$ cat src/rtl/vlane_mulshift_arb_pkg.sv
// Shared definitions for the vector-lane MUL/shift arbiter: mulshift op codes
// ({half,sat,op,unsign,dir}) and the arbitration FSM state encoding.
// No ports; imported by the arbiter top.
package vlane_mulshift_arb_pkg;

  localparam logic [4:0] MS_OP_SLL     = 5'd0;
  localparam logic [4:0] MS_OP_SRL     = 5'd1;
  localparam logic [4:0] MS_OP_SRA     = 5'd3;
  localparam logic [4:0] MS_OP_MULLOU  = 5'd4;
  localparam logic [4:0] MS_OP_MULLO   = 5'd6;
  localparam logic [4:0] MS_OP_SLLSATU = 5'd8;
  localparam logic [4:0] MS_OP_SLLSAT  = 5'd10;
  localparam logic [4:0] MS_OP_LMULU   = 5'd14;
  localparam logic [4:0] MS_OP_UMULU   = 5'd15;
  localparam logic [4:0] MS_OP_LMUL    = 5'd16;
  localparam logic [4:0] MS_OP_UMUL    = 5'd17;

  // Op code driven to the unit on cycles with no issue.
  localparam logic [4:0] MS_OP_IDLE    = 5'd0;

  typedef enum logic {
    ST_ARB  = 1'b0,  // round-robin among all requesters
    ST_LOCK = 1'b1   // burst in progress, only the locked requester may issue
  } arb_state_t;

endpackage

$ cat src/rtl/vlane_rr_arb.sv
// Round-robin priority picker, purely combinational (0 cycles latency).
// Ports: req (request vector), rr_ptr (highest-priority index), lock_en/lock_id
// (restrict grant to one requester), grant_valid/grant (winner). No backpressure.
module vlane_rr_arb #(
  parameter int NREQ = 4,
  parameter int IDW  = 2
) (
  input  logic [NREQ-1:0] req,
  input  logic [IDW-1:0]  rr_ptr,
  input  logic            lock_en,
  input  logic [IDW-1:0]  lock_id,
  output logic            grant_valid,
  output logic [IDW-1:0]  grant
);

  logic [IDW-1:0] idx;

  always_comb begin
    grant_valid = 1'b0;
    grant       = '0;
    idx         = '0;
    if (lock_en) begin
      // A bubble from the locked requester simply yields no grant.
      grant_valid = req[lock_id];
      grant       = lock_id;
    end else begin
      // Scan starting at rr_ptr; the IDW-bit add wraps since NREQ is 2**IDW.
      for (int i = 0; i < NREQ; i++) begin
        idx = rr_ptr + IDW'(i);
        if (!grant_valid && req[idx]) begin
          grant_valid = 1'b1;
          grant       = idx;
        end
      end
    end
  end

endmodule

$ cat src/rtl/vlane_mulshift_arb.sv
// Shares one mulshift unit among NREQ requesters: round-robin with burst lock,
// results tagged with requester ID and returned via a 2-entry FIFO (accept T -> rsp T+2).
// Ports: req_* (per-requester valid/ready/operands), ms_* (unit interface),
// rsp_* (valid/ready result stream). Issue stalls when FIFO + in-flight would exceed 2.
module vlane_mulshift_arb
  import vlane_mulshift_arb_pkg::*;
#(
  parameter int NREQ      = 4,
  parameter int IDW       = 2,
  parameter int WIDTH     = 32,
  parameter int LOG2WIDTH = 5
) (
  input  logic                      clk,
  input  logic                      resetn,
  input  logic                      flush,
  input  logic [NREQ-1:0]           req_valid,
  output logic [NREQ-1:0]           req_ready,
  input  logic [NREQ-1:0]           req_last,
  input  logic [NREQ*WIDTH-1:0]     req_opA,
  input  logic [NREQ*WIDTH-1:0]     req_opB,
  input  logic [NREQ*LOG2WIDTH-1:0] req_sa,
  input  logic [NREQ*5-1:0]         req_op,
  output logic [WIDTH-1:0]          ms_opA,
  output logic [WIDTH-1:0]          ms_opB,
  output logic [LOG2WIDTH-1:0]      ms_sa,
  output logic [4:0]                ms_op,
  output logic [3:1]                ms_en,
  input  logic [WIDTH-1:0]          ms_result,
  output logic                      rsp_valid,
  input  logic                      rsp_ready,
  output logic [IDW-1:0]            rsp_id,
  output logic [WIDTH-1:0]          rsp_result
);

  arb_state_t     state_q, state_d;
  logic [IDW-1:0] rr_ptr_q, rr_ptr_d;
  logic [IDW-1:0] lock_q, lock_d;

  logic           grant_valid;
  logic [IDW-1:0] grant;
  logic           grant_last;

  logic           s1_valid;
  logic [IDW-1:0] s1_id;

  logic [IDW-1:0]   fifo_id  [2];
  logic [WIDTH-1:0] fifo_res [2];
  logic             wr_ptr, rd_ptr;
  logic [1:0]       count;

  logic       push, pop, credit_ok, issue;
  logic [2:0] occ;

  vlane_rr_arb #(
    .NREQ (NREQ),
    .IDW  (IDW)
  ) u_rr_arb (
    .req         (req_valid),
    .rr_ptr      (rr_ptr_q),
    .lock_en     (state_q == ST_LOCK),
    .lock_id     (lock_q),
    .grant_valid (grant_valid),
    .grant       (grant)
  );

  // Occupancy counts the op inside the unit as already holding a FIFO slot,
  // so a result always has somewhere to land the cycle after capture.
  assign occ       = {1'b0, count} + {2'b00, s1_valid};
  assign pop       = rsp_valid & rsp_ready;
  assign push      = s1_valid;
  assign credit_ok = (occ < 3'd2) || (pop && (occ < 3'd3));
  // resetn gates issue so nothing is offered while reset is held.
  assign issue     = grant_valid & credit_ok & ~flush & resetn;

  assign req_ready  = issue ? (NREQ'(1) << grant) : '0;
  assign grant_last = req_last[grant];

  assign ms_opA = issue ? req_opA[grant*WIDTH +: WIDTH] : '0;
  assign ms_opB = issue ? req_opB[grant*WIDTH +: WIDTH] : '0;
  assign ms_sa  = issue ? req_sa[grant*LOG2WIDTH +: LOG2WIDTH] : '0;
  assign ms_op  = issue ? req_op[grant*5 +: 5] : MS_OP_IDLE;
  // Unit must keep clocking while s1 holds an op so its result is presented.
  assign ms_en  = {3{issue | s1_valid}};

  assign rsp_valid  = (count != 2'd0);
  assign rsp_id     = rsp_valid ? fifo_id[rd_ptr]  : '0;
  assign rsp_result = rsp_valid ? fifo_res[rd_ptr] : '0;

  // Arbitration FSM: next state
  always_comb begin
    state_d  = state_q;
    lock_d   = lock_q;
    rr_ptr_d = rr_ptr_q;
    if (flush) begin
      state_d = ST_ARB;
    end else begin
      case (state_q)
        ST_ARB: begin
          if (issue) begin
            rr_ptr_d = grant + IDW'(1);
            if (!grant_last) begin
              lock_d  = grant;
              state_d = ST_LOCK;
            end
          end
        end
        ST_LOCK: begin
          if (issue && grant_last) begin
            rr_ptr_d = lock_q + IDW'(1);
            state_d  = ST_ARB;
          end
        end
        default: state_d = ST_ARB;
      endcase
    end
  end

  // Arbitration FSM: state register
  always_ff @(posedge clk) begin
    if (!resetn) begin
      state_q  <= ST_ARB;
      rr_ptr_q <= '0;
      lock_q   <= '0;
    end else begin
      state_q  <= state_d;
      rr_ptr_q <= rr_ptr_d;
      lock_q   <= lock_d;
    end
  end

  // Pipeline and FIFO control; flush discards the op in the unit and all entries.
  always_ff @(posedge clk) begin
    if (!resetn || flush) begin
      s1_valid <= 1'b0;
      count    <= 2'd0;
      wr_ptr   <= 1'b0;
      rd_ptr   <= 1'b0;
    end else begin
      s1_valid <= issue;
      if (push) wr_ptr <= ~wr_ptr;
      if (pop)  rd_ptr <= ~rd_ptr;
      case ({push, pop})
        2'b10:   count <= count + 2'd1;
        2'b01:   count <= count - 2'd1;
        default: count <= count;
      endcase
    end
  end

  // Data-only storage; outputs are masked by rsp_valid so no reset is needed.
  always_ff @(posedge clk) begin
    if (issue) s1_id <= grant;
    if (push) begin
      fifo_id[wr_ptr]  <= s1_id;
      fifo_res[wr_ptr] <= ms_result;
    end
  end

endmodule

$ cat config.mk
export PLATFORM = sky130hd
export DESIGN_NAME = vlane_mulshift_arb
export DESIGN_NICKNAME = d
export VERILOG_FILES = /design/src/rtl/vlane_mulshift_arb_pkg.sv /design/src/rtl/vlane_rr_arb.sv /design/src/rtl/vlane_mulshift_arb.sv
export SDC_FILE = /design/constraint.sdc
export NUM_CORES = 1
export LEC_CHECK = 0
export BUFFER_PORTS_ARGS = -buffer_cell sky130_fd_sc_hd__buf_4
export CAP_MARGIN = 15
export CORE_AREA = 2 2 176 178
export DETAILED_ROUTE_END_ITERATION = 12
export DIE_AREA = 0 0 178 180
export PLACE_DENSITY_LB_ADDON = 0.1
export SLEW_MARGIN = 20
export SYNTH_ARGS = -nofsm -noshare
export SYNTH_HDL_FRONTEND = slang
export SYNTH_SLANG_ARGS = --single-unit
$ cat constraint.sdc
create_clock -name clk -period 3.4 [get_ports clk]
set_input_delay 0.17 -clock clk [delete_from_list [all_inputs] [get_ports clk]]
set_output_delay 0.17 -clock clk [all_outputs]
set_load 0.02 [all_outputs]
==> results of run 1 <==
[per-layer routing]
| layer | up-vias | wire length (um) | GRT usage |
|---|---|---|---|
| met3 | 26 | 1928 | 0.03955 |
| met1 | 2944 | 10550 | 0.1874 |
| li1 | 3052 | - | - |
| met5 | - | 0 | 0 |
| met4 | 0 | 710 | 0.05574 |
| met2 | 228 | 15430 | 0.3225 |
[worst register-to-register path: stages, from the launching register on]
cell and delay [ns]:
dfxtp_1 0.34, and2b_1 0.20, a311oi_1 0.04, or2_1 0.26
o21a_4 0.23, inv_6 0.30, buf_12 0.27, mux2i_1 0.37
mux2i_1 0.14, a211oi_1 0.23
[logic make-up (layout without fill, tap and decap cells)]
kind of cell	Yosys count	after routing	share of synthesized area
buffers and inverters	64	502	0.06794
AO/OA/AOI/OAI	95	95	0.1164
XOR/XNOR	4	4	0.005629
multiplexers	190	190	0.3244
adder cells (fa/ha/maj)	8	8	0.01608
AND/OR/NAND/NOR	147	147	0.09649
flip-flops	81	81	0.3731
other	0	1	0
[final cells by class]
cell class,count,area (um^2),share of cell area
Inverter,12,50.05,0.004836
Antenna cell,1,2.502,0.0002418
Multi-Input combinational cell,444,3512,0.3394
Timing Repair Buffer,474,3671,0.3547
Clock buffer,9,225.2,0.02176
Sequential cell,81,2323,0.2245
Clock inverter,7,68.82,0.006650
Tap cell,396,495.5,0.04788
[state kept, by name, indices dropped and copies added (netlist names), named ones only]
register  count
lock_q        2
push          1
rr_ptr_q      2
rd_ptr        1
count         2
s1_id         2
fifo_id       4
fifo_res     64
wr_ptr        1
[Yosys cell counts, types with 2 or more instances]
library cell / instances
buf_4: 4
ha_1: 8
buf_1: 4
and2_1: 7
mux2_2: 74
xnor2_1: 3
nor2_1: 119
mux2i_1: 114
a21oi_1: 4
inv_1: 11
buf_12: 9
nand2b_1: 3
buf_2: 9
dfxtp_1: 11
o21a_1: 2
a22oi_1: 2
o21ai_0: 2
a211oi_1: 75
nand2_1: 9
clkbuf_1: 25
edfxtp_1: 70
nor3_1: 2
[power by group through the flow]
| stage | clock [mW] | combinational, mW | sequential (mW) |
|---|---|---|---|
| floorplan | 0 | 1.08 | 1.16 |
| global placement | 0 | 1.82 | 1.17 |
| detailed placement | 0 | 1.79 | 1.17 |
| CTS | 0.972 | 1.80 | 1.15 |
| global route | 1.02 | 1.91 | 1.15 |
| finish | 0.936 | 1.77 | 1.15 |
[worst max-delay path by stage]
stage	from	endpoint	slack [ns]
after global placement	rr_ptr_q[0]	ms_opB[17]	0.60
after global routing	count[0]	ms_opB[2]	0.10
final	count[0]	ms_opB[31]	0.32
after detailed placement	rr_ptr_q[0]	ms_opB[17]	0.64
after CTS	rr_ptr_q[0]	ms_opB[17]	0.27
after floorplan	count[0]	ms_opB[11]	0.99
==> results.py, run 1 <==
metrics = {
    "sta": {
        "worst_pin_slew_ns": 0.9104,
        "period_share": 0.9071,
        "fin_ws_ns": 0.3159,
        "slew_headroom": 0.3931,
        "skew_ns": 0.009956,
        "setup_violations": 0,
        "whs_ns": 0.02519,
        "hold_violations": 0,
        "fin_crit_ns": 3.084,
        "clock.fmax_ghz": 0.3242,
        "setup_tns_ns": 0,
        "drv_slew": 0,
        "rsz0062_at_grt": "no",
    },
    "routing": {
        "ant_nets": 0,
        "wl_per_cell_um": 20.10,
        "vias": 6250,
        "detail_route.vias_per_cell": 4.389,
        "drt_iter0_markers": 290,
        "drc": 0,
        "firstDrtPassIters": 4,
        "routed_wl_um": 28620,
    },
    "cells_and_area": {
        "n_fill_cell": 3137,
        "fin_cells": 1424,
        "fin_nets": 1370,
        "postLayoutCellArea_mm2": 0.01035,
        "area_growth_pct": 66.25,
        "utilization": 0.3428,
        "final_cell_mix": "buf_4, nor2_1, mux2i_1, a211oi_1, mux2_2",
        "layout_commonest_cell": "buf_4",
        "drive_gt1_frac": 0.5579,
    },
    "job": {
        "maxCapViolCount": 0,
    },
    "floorplan": {
        "rows": 64,
        "die-width_um": 178,
        "die_h_um": 180,
        "ios": 456,
        "start_util": 0.2062,
        "fp.dieArea_mm2": 0.03204,
        "core_area_mm2": 0.03019,
    },
    "critical_path": {
        "crit_required_ns": 3.23,
        "r2r_slack_ns": 0.94,
        "reg2reg_depth": 9,
        "arrival_ns": 2.91,
        "critical_path.top_delay_family": "buffers and inverters",
        "crit_type": "reg2out",
        "path_depth": 9,
        "worstSetupStartpointType": "flip-flop",
        "cp-end-kind": "output pin",
        "worstPathCellList": "ha_1 > inv_1 > ha_1 > nand2_1 > a32o_1 > nand2b_4 > buf_4 > a211oi_1 > buf_4",
        "cp_max_fo": 41,
        "cp_slowest_stage_delay_ns": 0.51,
        "critical_path_buf_inv_count": 3,
        "slowest_stage": "buf_4",
        "r2r-start": "rr_ptr_q[0]",
    },
    "grt": {
        "antenna_found_initial": 1,
        "grt_first_pass_wirelength_um": 40940,
        "grt_pass1_vias": 6504,
        "grt_max_degree": 48,
        "grt_usage": 0.1718,
        "grt.overflow.total": 0,
    },
    "clock_network": {
        "cts_hold_buf": 0,
        "clk_pin_slew_ns": 0.06,
        "cts_tree": "done",
        "clkSinkCount": 81,
        "clock_latency_ns": 0.33,
        "htreeDepth": 3,
        "cts_buffer_depth": 2,
        "cts_root_buf": "clkbuf_16",
        "cts_resized": 0,
        "cts_made_buffers": 9,
        "post_cts.repair.setup_buffers": 0,
    },
    "yosys": {
        "synth.distinct_cells": 44,
        "yosysSeqAreaShare": 0.3731,
        "synth_nets": 937,
        "synth_area_leaders": "edfxtp_1, mux2i_1, mux2_2",
        "synthCells": 589,
        "synth-seq-cells": 81,
        "synth_top_area_share": 0.3377,
        "syn_area_per_cell_um2": 10.57,
        "ys_warn_count": 0,
        "async_flop_share": 0,
        "yosysTopAreaCell": "edfxtp_1",
        "netlist_area_mm2": 0.006225,
        "synth_edf_count": 70,
        "synthFlopType": "edfxtp_1",
    },
    "power_and_ir_drop": {
        "p_per_area_mw_per_mm2": 372.5,
        "seqPwrFrac": 0.297,
        "p_clk_frac": 0.243,
        "pwr-share-comb": 0.460,
        "switching_share": 0.3324,
        "p_int_mw": 2.574,
        "power_switching_mw": 1.281,
        "irDropWorstVdd_mv": 0.2008,
        "finalPower_mw": 3.855,
        "p_leak_nw": 4.486,
    },
    "placed_design": {
        "place_congestion": 0.9359,
        "dpl_cell_area_mm2": 0.01005,
        "numPortBuffers": 455,
        "post-place-ws_ns": 0.6429,
        "place_inst": 1407,
        "hpwl_um": 23920,
    },
    "worst_hold_path": {
        "min_from": "ms_result[10]",
        "holdPathStages": 1,
        "min_path_type": "in2reg",
        "min_to": "fifo_res[0][10]",
    },
    "run_status": {
        "status": "completed",
    },
}
No activity file was read; power rests on OpenSTA's default activity.
==> run 2, diff against run 1 <==
--- a/config.mk
+++ b/config.mk
@@ -6,11 +6,12 @@
 export NUM_CORES = 1
 export LEC_CHECK = 0
 export BUFFER_PORTS_ARGS = -buffer_cell sky130_fd_sc_hd__buf_4
-export CAP_MARGIN = 15
-export CORE_AREA = 2 2 176 178
+export CAP_MARGIN = 20
+export CORE_AREA = 2 2 177 179
 export DETAILED_ROUTE_END_ITERATION = 12
-export DIE_AREA = 0 0 178 180
+export DIE_AREA = 0 0 179 181
 export PLACE_DENSITY_LB_ADDON = 0.1
+export REMOVE_ABC_BUFFERS = 1
 export SLEW_MARGIN = 20
 export SYNTH_ARGS = -nofsm -noshare
 export SYNTH_HDL_FRONTEND = slang
==> run 2 against run 1 <==
Setup slack improved by 0.058 ns. Core utilization shrank 0.40 points. Non-clock buffer count shrank 4. Clock skew down 0.0031 ns. Critical path type unchanged.
==> results.py, run 2 (synthesis gave the netlist of run 1 again) <==
metrics = {
    "critical_path": {
        "slowest_stage": "buf_4",
        "crit_top_cell": "buf_4",
        "cp_slowest_stage_delay_ns": 0.38,
        "worstPathCellList": "and2b_1 > a311oi_1 > or2_1 > o21a_4 > inv_6 > buf_4 > mux2_2 > nor2_1 > a211oi_1 > buf_4",
        "worstSetupStartpointType": "flip-flop",
        "cp_max_fo": 34,
        "arrival_ns": 2.86,
        "crit_type": "reg2out",
        "critical_path.top_delay_family": "buffers and inverters",
        "critical_path_buf_inv_count": 3,
        "cp-end-kind": "output pin",
        "crit_required_ns": 3.23,
    },
    "grt": {
        "grt_usage": 0.1686,
        "grt.overflow.total": 0,
        "grt.busiest_layer": "met2",
        "met3_usage": 0.05787,
        "antenna_found_initial": 3,
        "use_met1": 0.1883,
        "use_met2": 0.3057,
        "grt_first_pass_wirelength_um": 40700,
        "grt_max_degree": 127,
        "grt_pass1_vias": 6455,
    },
    "clock_network": {
        "clkSinkCount": 81,
        "cts_buffer_depth": 2,
        "cts_hold_buf": 0,
        "post_cts.repair.setup_buffers": 0,
        "cts_root_buf": "clkbuf_16",
        "cts_tree": "done",
        "cts_resized": 0,
        "cts_made_buffers": 9,
        "htreeDepth": 3,
        "clk_pin_slew_ns": 0.06,
        "clock_latency_ns": 0.33,
    },
    "cells_and_area": {
        "final_cell_mix": "buf_4, nor2_1, mux2i_1, a211oi_1, mux2_2",
        "largest_reg_flops": 64,
        "n_fill_cell": 3201,
        "layout_commonest_cell": "buf_4",
        "fin_nets": 1366,
        "drive_gt1_frac": 0.5552,
        "largest_register": "fifo_res",
        "area_growth_pct": 65.21,
        "largest_registers": "fifo_res: 64 flops, fifo_id: 4 flops",
        "postLayoutCellArea_mm2": 0.01028,
    },
    "run_status": {
        "status": "completed",
    },
    "floorplan": {
        "die_h_um": 181,
        "fp.dieArea_mm2": 0.03240,
        "ios": 456,
        "die-width_um": 179,
        "start_util": 0.2051,
        "core_area_mm2": 0.03035,
        "rows": 64,
    },
    "placed_design": {
        "hpwl_um": 23110,
        "place_congestion": 0.8966,
        "dpl_cell_area_mm2": 0.009958,
        "numPortBuffers": 455,
    },
    "sta": {
        "drv_slew": 0,
        "worst_pin_slew_ns": 0.7331,
        "skew_ns": 0.006880,
        "rsz0062_at_grt": "no",
        "hold_violations": 0,
        "setup_tns_ns": 0,
        "clock.fmax_ghz": 0.3304,
        "fin_crit_ns": 3.026,
        "setup_violations": 0,
        "slew_headroom": 0.5113,
        "period_share": 0.8901,
    },
    "power_and_ir_drop": {
        "finalPower_mw": 3.844,
        "p_leak_nw": 4.465,
        "p_per_area_mw_per_mm2": 373.8,
        "irDropWorstVdd_mv": 0.2204,
    },
    "job": {
        "maxCapViolCount": 0,
    },
    "routing": {
        "drt_iter0_markers": 277,
        "wl_per_cell_um": 19.96,
        "firstDrtPassIters": 4,
        "ant_nets": 0,
        "routed_wl_um": 28380,
        "detail_route.vias_per_cell": 4.370,
        "drc": 0,
        "vias": 6214,
    },
    "worst_hold_path": {
        "min_path_type": "in2reg",
    },
}
[run 2: cell count changes in the layout (fill, tap and decap cells not counted), sizes merged]
cell      before  now
inv           13   14
diode          1    3
bufinv         1    2
clkinvlp       3    1
buf          474  470
[run 2: path summary, 6_finish.rpt]
path,start,end,slack (ns),cells after the start
setup / recovery,rr_ptr_q[0],ms_opA[18],0.37,10
hold / removal,ms_result[16],fifo_res[0][16],0.02,1
setup reg to reg,rr_ptr_q[0],flip-flop,0.92,9
hold reg to reg,s1_id[1],fifo_id[0][1],0.45,0
[run 2: stage by stage]
step	worst slack (ns)	hold WS (ns)	util	std cells
floorplan	-7.653	0.2689	-	537
global placement	0.7361	0.3553	0.3281	1403
detailed placement	0.7083	0.3579	0.3281	1403
CTS	0.3021	0.002899	0.3386	1419
global route	0.1909	0.001927	0.3388	1422
finish	0.3737	0.01815	0.3388	1422
[run 2: cell type report]
class	instances	area [um^2]	area share
diodes	3	7.507	0.0007300
clock buffers	9	225.2	0.02190
clock inverters	7	92.59	0.009004
inverters	12	50.05	0.004867
multi-input cells	444	3511	0.3414
flip-flops and latches	81	2323	0.2259
well taps	396	495.5	0.04818
repair buffers	470	3578	0.3480
[run 2: report_power, final]
part	switching (mW)	internal [mW]	leakage [nW]	total, mW
Combinational	0.839	0.834	3.58	1.67
Sequential	0.0209	1.12	0.732	1.15
Clock	0.383	0.643	0.152	1.03
Total	1.24	2.60	4.46	3.84
[run 2: layer usage]
| layer | part of all wire | wire [um] |
|---|---|---|
| met2 | 0.53 | 15050 |
| met4 | 0.010 | 295 |
| met3 | 0.083 | 2366 |
| met1 | 0.38 | 10670 |
| met5 | 0 | 0 |
==> run 3, diff against run 2 <==
--- a/config.mk
+++ b/config.mk
@@ -5,13 +5,14 @@
 export SDC_FILE = /design/constraint.sdc
 export NUM_CORES = 1
 export LEC_CHECK = 0
-export BUFFER_PORTS_ARGS = -buffer_cell sky130_fd_sc_hd__buf_4
 export CAP_MARGIN = 20
 export CORE_AREA = 2 2 177 179
 export DETAILED_ROUTE_END_ITERATION = 12
 export DIE_AREA = 0 0 179 181
+export DONT_BUFFER_PORTS = 1
 export PLACE_DENSITY_LB_ADDON = 0.1
 export REMOVE_ABC_BUFFERS = 1
+export SETUP_SLACK_MARGIN = 0.4
 export SLEW_MARGIN = 20
 export SYNTH_ARGS = -nofsm -noshare
 export SYNTH_HDL_FRONTEND = slang
==> run 3 against run 2 <==
Highest routed layer is now met5. Total power shrank 6.2%. Core utilization decreased by 7.8 points. Critical path depth unchanged. Critical path type unchanged. Via count is 20% lower. Routed wire length is 18% lower. Clock skew hardly changed. Largest power group unchanged.
==> results.py, run 3 (synthesis gave the netlist of run 1 again) <==
metrics = {
    "run_status": {
        "status": "completed",
    },
    "routing": {
        "drt_iter0_markers": 221,
        "detail_route.vias_per_cell": 4.644,
        "wl_met1_um": 9049,
        "wl_per_cell_um": 21.57,
        "routed_wl_um": 23190,
        "ant_nets": 0,
        "firstDrtPassIters": 4,
        "vias": 4992,
        "wl_met2_um": 11890,
        "drc": 0,
        "route.met3.wl_um": 1733,
        "top_layer_used": "met5",
    },
    "placed_design": {
        "hpwl_um": 18180,
        "numPortBuffers": 0,
        "place_congestion": 0.8588,
        "dpl_cell_area_mm2": 0.007109,
    },
    "critical_path": {
        "arrival_ns": 2.67,
        "crit_type": "reg2out",
        "worstPathCellList": "and2b_1 > a311oi_1 > or2_1 > o21a_4 > inv_16 > buf_4 > mux2_2 > nor2_1 > a211oi_1 > buf_4",
        "worstSetupStartpointType": "flip-flop",
        "cp_max_fo": 42,
        "cp-end-kind": "output pin",
        "crit_top_cell": "buf_4",
        "cp_slowest_stage_delay_ns": 0.37,
        "slowest_stage": "mux2_2",
        "crit_required_ns": 3.23,
    },
    "sta": {
        "drv_slew": 0,
        "period_share": 0.8364,
        "slew_headroom": 0.4110,
        "worst_pin_slew_ns": 0.8834,
        "rsz0062_at_grt": "yes",
        "hold_violations": 0,
        "clock.fmax_ghz": 0.3517,
        "setup_violations": 0,
        "skew_ns": 0.006514,
        "fin_crit_ns": 2.844,
    },
    "floorplan": {
        "start_util": 0.2051,
        "ios": 456,
        "die-width_um": 179,
        "rows": 64,
        "fp.dieArea_mm2": 0.03240,
        "die_h_um": 181,
        "core_area_mm2": 0.03035,
    },
    "cells_and_area": {
        "drive_gt1_frac": 0.2965,
        "final_cell_mix": "nor2_1, mux2i_1, buf_4, mux2_2, edfxtp_1",
        "layout_commonest_cell": "nor2_1",
        "largest_reg_flops": 64,
        "largest_register": "fifo_res",
        "largest_registers": "fifo_res: 64 flops, fifo_id: 4 flops",
        "area_growth_pct": 27.10,
        "postLayoutCellArea_mm2": 0.007911,
        "fin_nets": 1021,
        "utilization": 0.2607,
        "n_fill_cell": 3214,
    },
    "clock_network": {
        "cts_made_buffers": 9,
        "cts_buffer_depth": 2,
        "clk_pin_slew_ns": 0.06,
        "cts_root_buf": "clkbuf_16",
        "cts_tree": "done",
        "clkSinkCount": 81,
        "clock_latency_ns": 0.33,
        "htreeDepth": 3,
        "post_cts.repair.setup_buffers": 0,
    },
    "grt": {
        "grt_usage": 0.1296,
        "grt_pass1_vias": 5078,
        "grt.overflow.total": 0,
        "grt_max_degree": 106,
        "grt_first_pass_wirelength_um": 31350,
        "antenna_found_initial": 3,
    },
    "worst_hold_path": {
        "min_path_type": "in2reg",
    },
    "power_and_ir_drop": {
        "p_leak_nw": 2.805,
        "irDropWorstVdd_mv": 0.2518,
        "p_per_area_mw_per_mm2": 455.6,
    },
    "job": {
        "maxCapViolCount": 0,
    },
}
==> run 3: cell types whose count changed in the layout (fill, tap and decap cells not counted), moves of 2 or more <==
cell / previous run / this run
buf_6: 0 / 5
inv_6: 3 / 1
buf_16: 0 / 2
dlygate4sd3_1: 0 / 33
buf_4: 466 / 81
clkbuf_16: 9 / 11
buf_12: 4 / 2
a211oi_2: 0 / 9
clkinv_4: 0 / 2
diode_2: 3 / 1
a211oi_1: 75 / 65
==> run 3: worst paths after layout <==
| check | start | to | slack [ns] | cells after the start |
|---|---|---|---|---|
| worst max-delay path | rr_ptr_q[0] | ms_opA[1] | 0.56 | 10 |
| worst min-delay path | resetn | flip-flop | 0.19 | 2 |
| worst max register to register | rr_ptr_q[0] | rr_ptr_q[1] | 0.96 | 9 |
| worst min register to register | s1_id[0] | fifo_id[1][0] | 0.45 | 0 |
==> run 3: layout make-up <==
cell class                 count  area, um^2  area share
timing repair buffer         125        1140      0.1441
clock buffer                   9       225.2     0.02847
multi-input combinational    444        3570      0.4512
tap                          396       495.5     0.06263
antenna                        1       2.502   0.0003163
clock inverter                 7       93.84     0.01186
inverter                      12       61.31    0.007749
sequential                    81        2323      0.2937
==> run 3: metrics by stage <==
step | power (mW) | setup slack [ns] | hold slack, ns | cells | TNS (ns)
6_report | 3.605 | 0.5563 | 0.1890 | 1075 | 0
5_1_grt | 3.819 | 0.3876 | 0.1945 | 1075 | 0
4_1_cts | 3.603 | 0.4271 | 0.1812 | 1071 | 0
3_5_place_dp | 2.526 | 0.5838 | 0.2691 | 1022 | 0
3_3_place_gp | 2.512 | 0.5980 | 0.2690 | 1022 | 0
2_1_floorplan | 2.168 | -7.653 | 0.2689 | 537 | -621.56
==> run 3: repair_timing <==
action	4_1_cts	5_1_grt
hold buffers	33	0
gates resized for setup	6	12
hold endpoints to repair	68	0
setup endpoints to repair	33	46
pin swaps	0	1
gates cloned	0	2
==> run 3: critical path: cells and delay by family (launching register included) <==
kind,cells,cell delay (ns)
and+or+nand+nor,3,0.61
muxes,1,0.37
buffers and inverters,3,0.63
DFF,1,0.34
AOI/OAI and AO/OA,3,0.36
==> run 3: routing by layer <==
layer  GRT usage  up-vias
li1            -     2357
met1      0.1516     2384
met2      0.2312      226
met3     0.03220       23
met4     0.03740        2
met5           0        -
==> run 3: report_power, final <==
part | total [mW] | switching, mW | internal [mW]
clock network | 1.01 | 0.364 | 0.642
logic | 1.45 | 0.822 | 0.632
registers | 1.15 | 0.0208 | 1.12
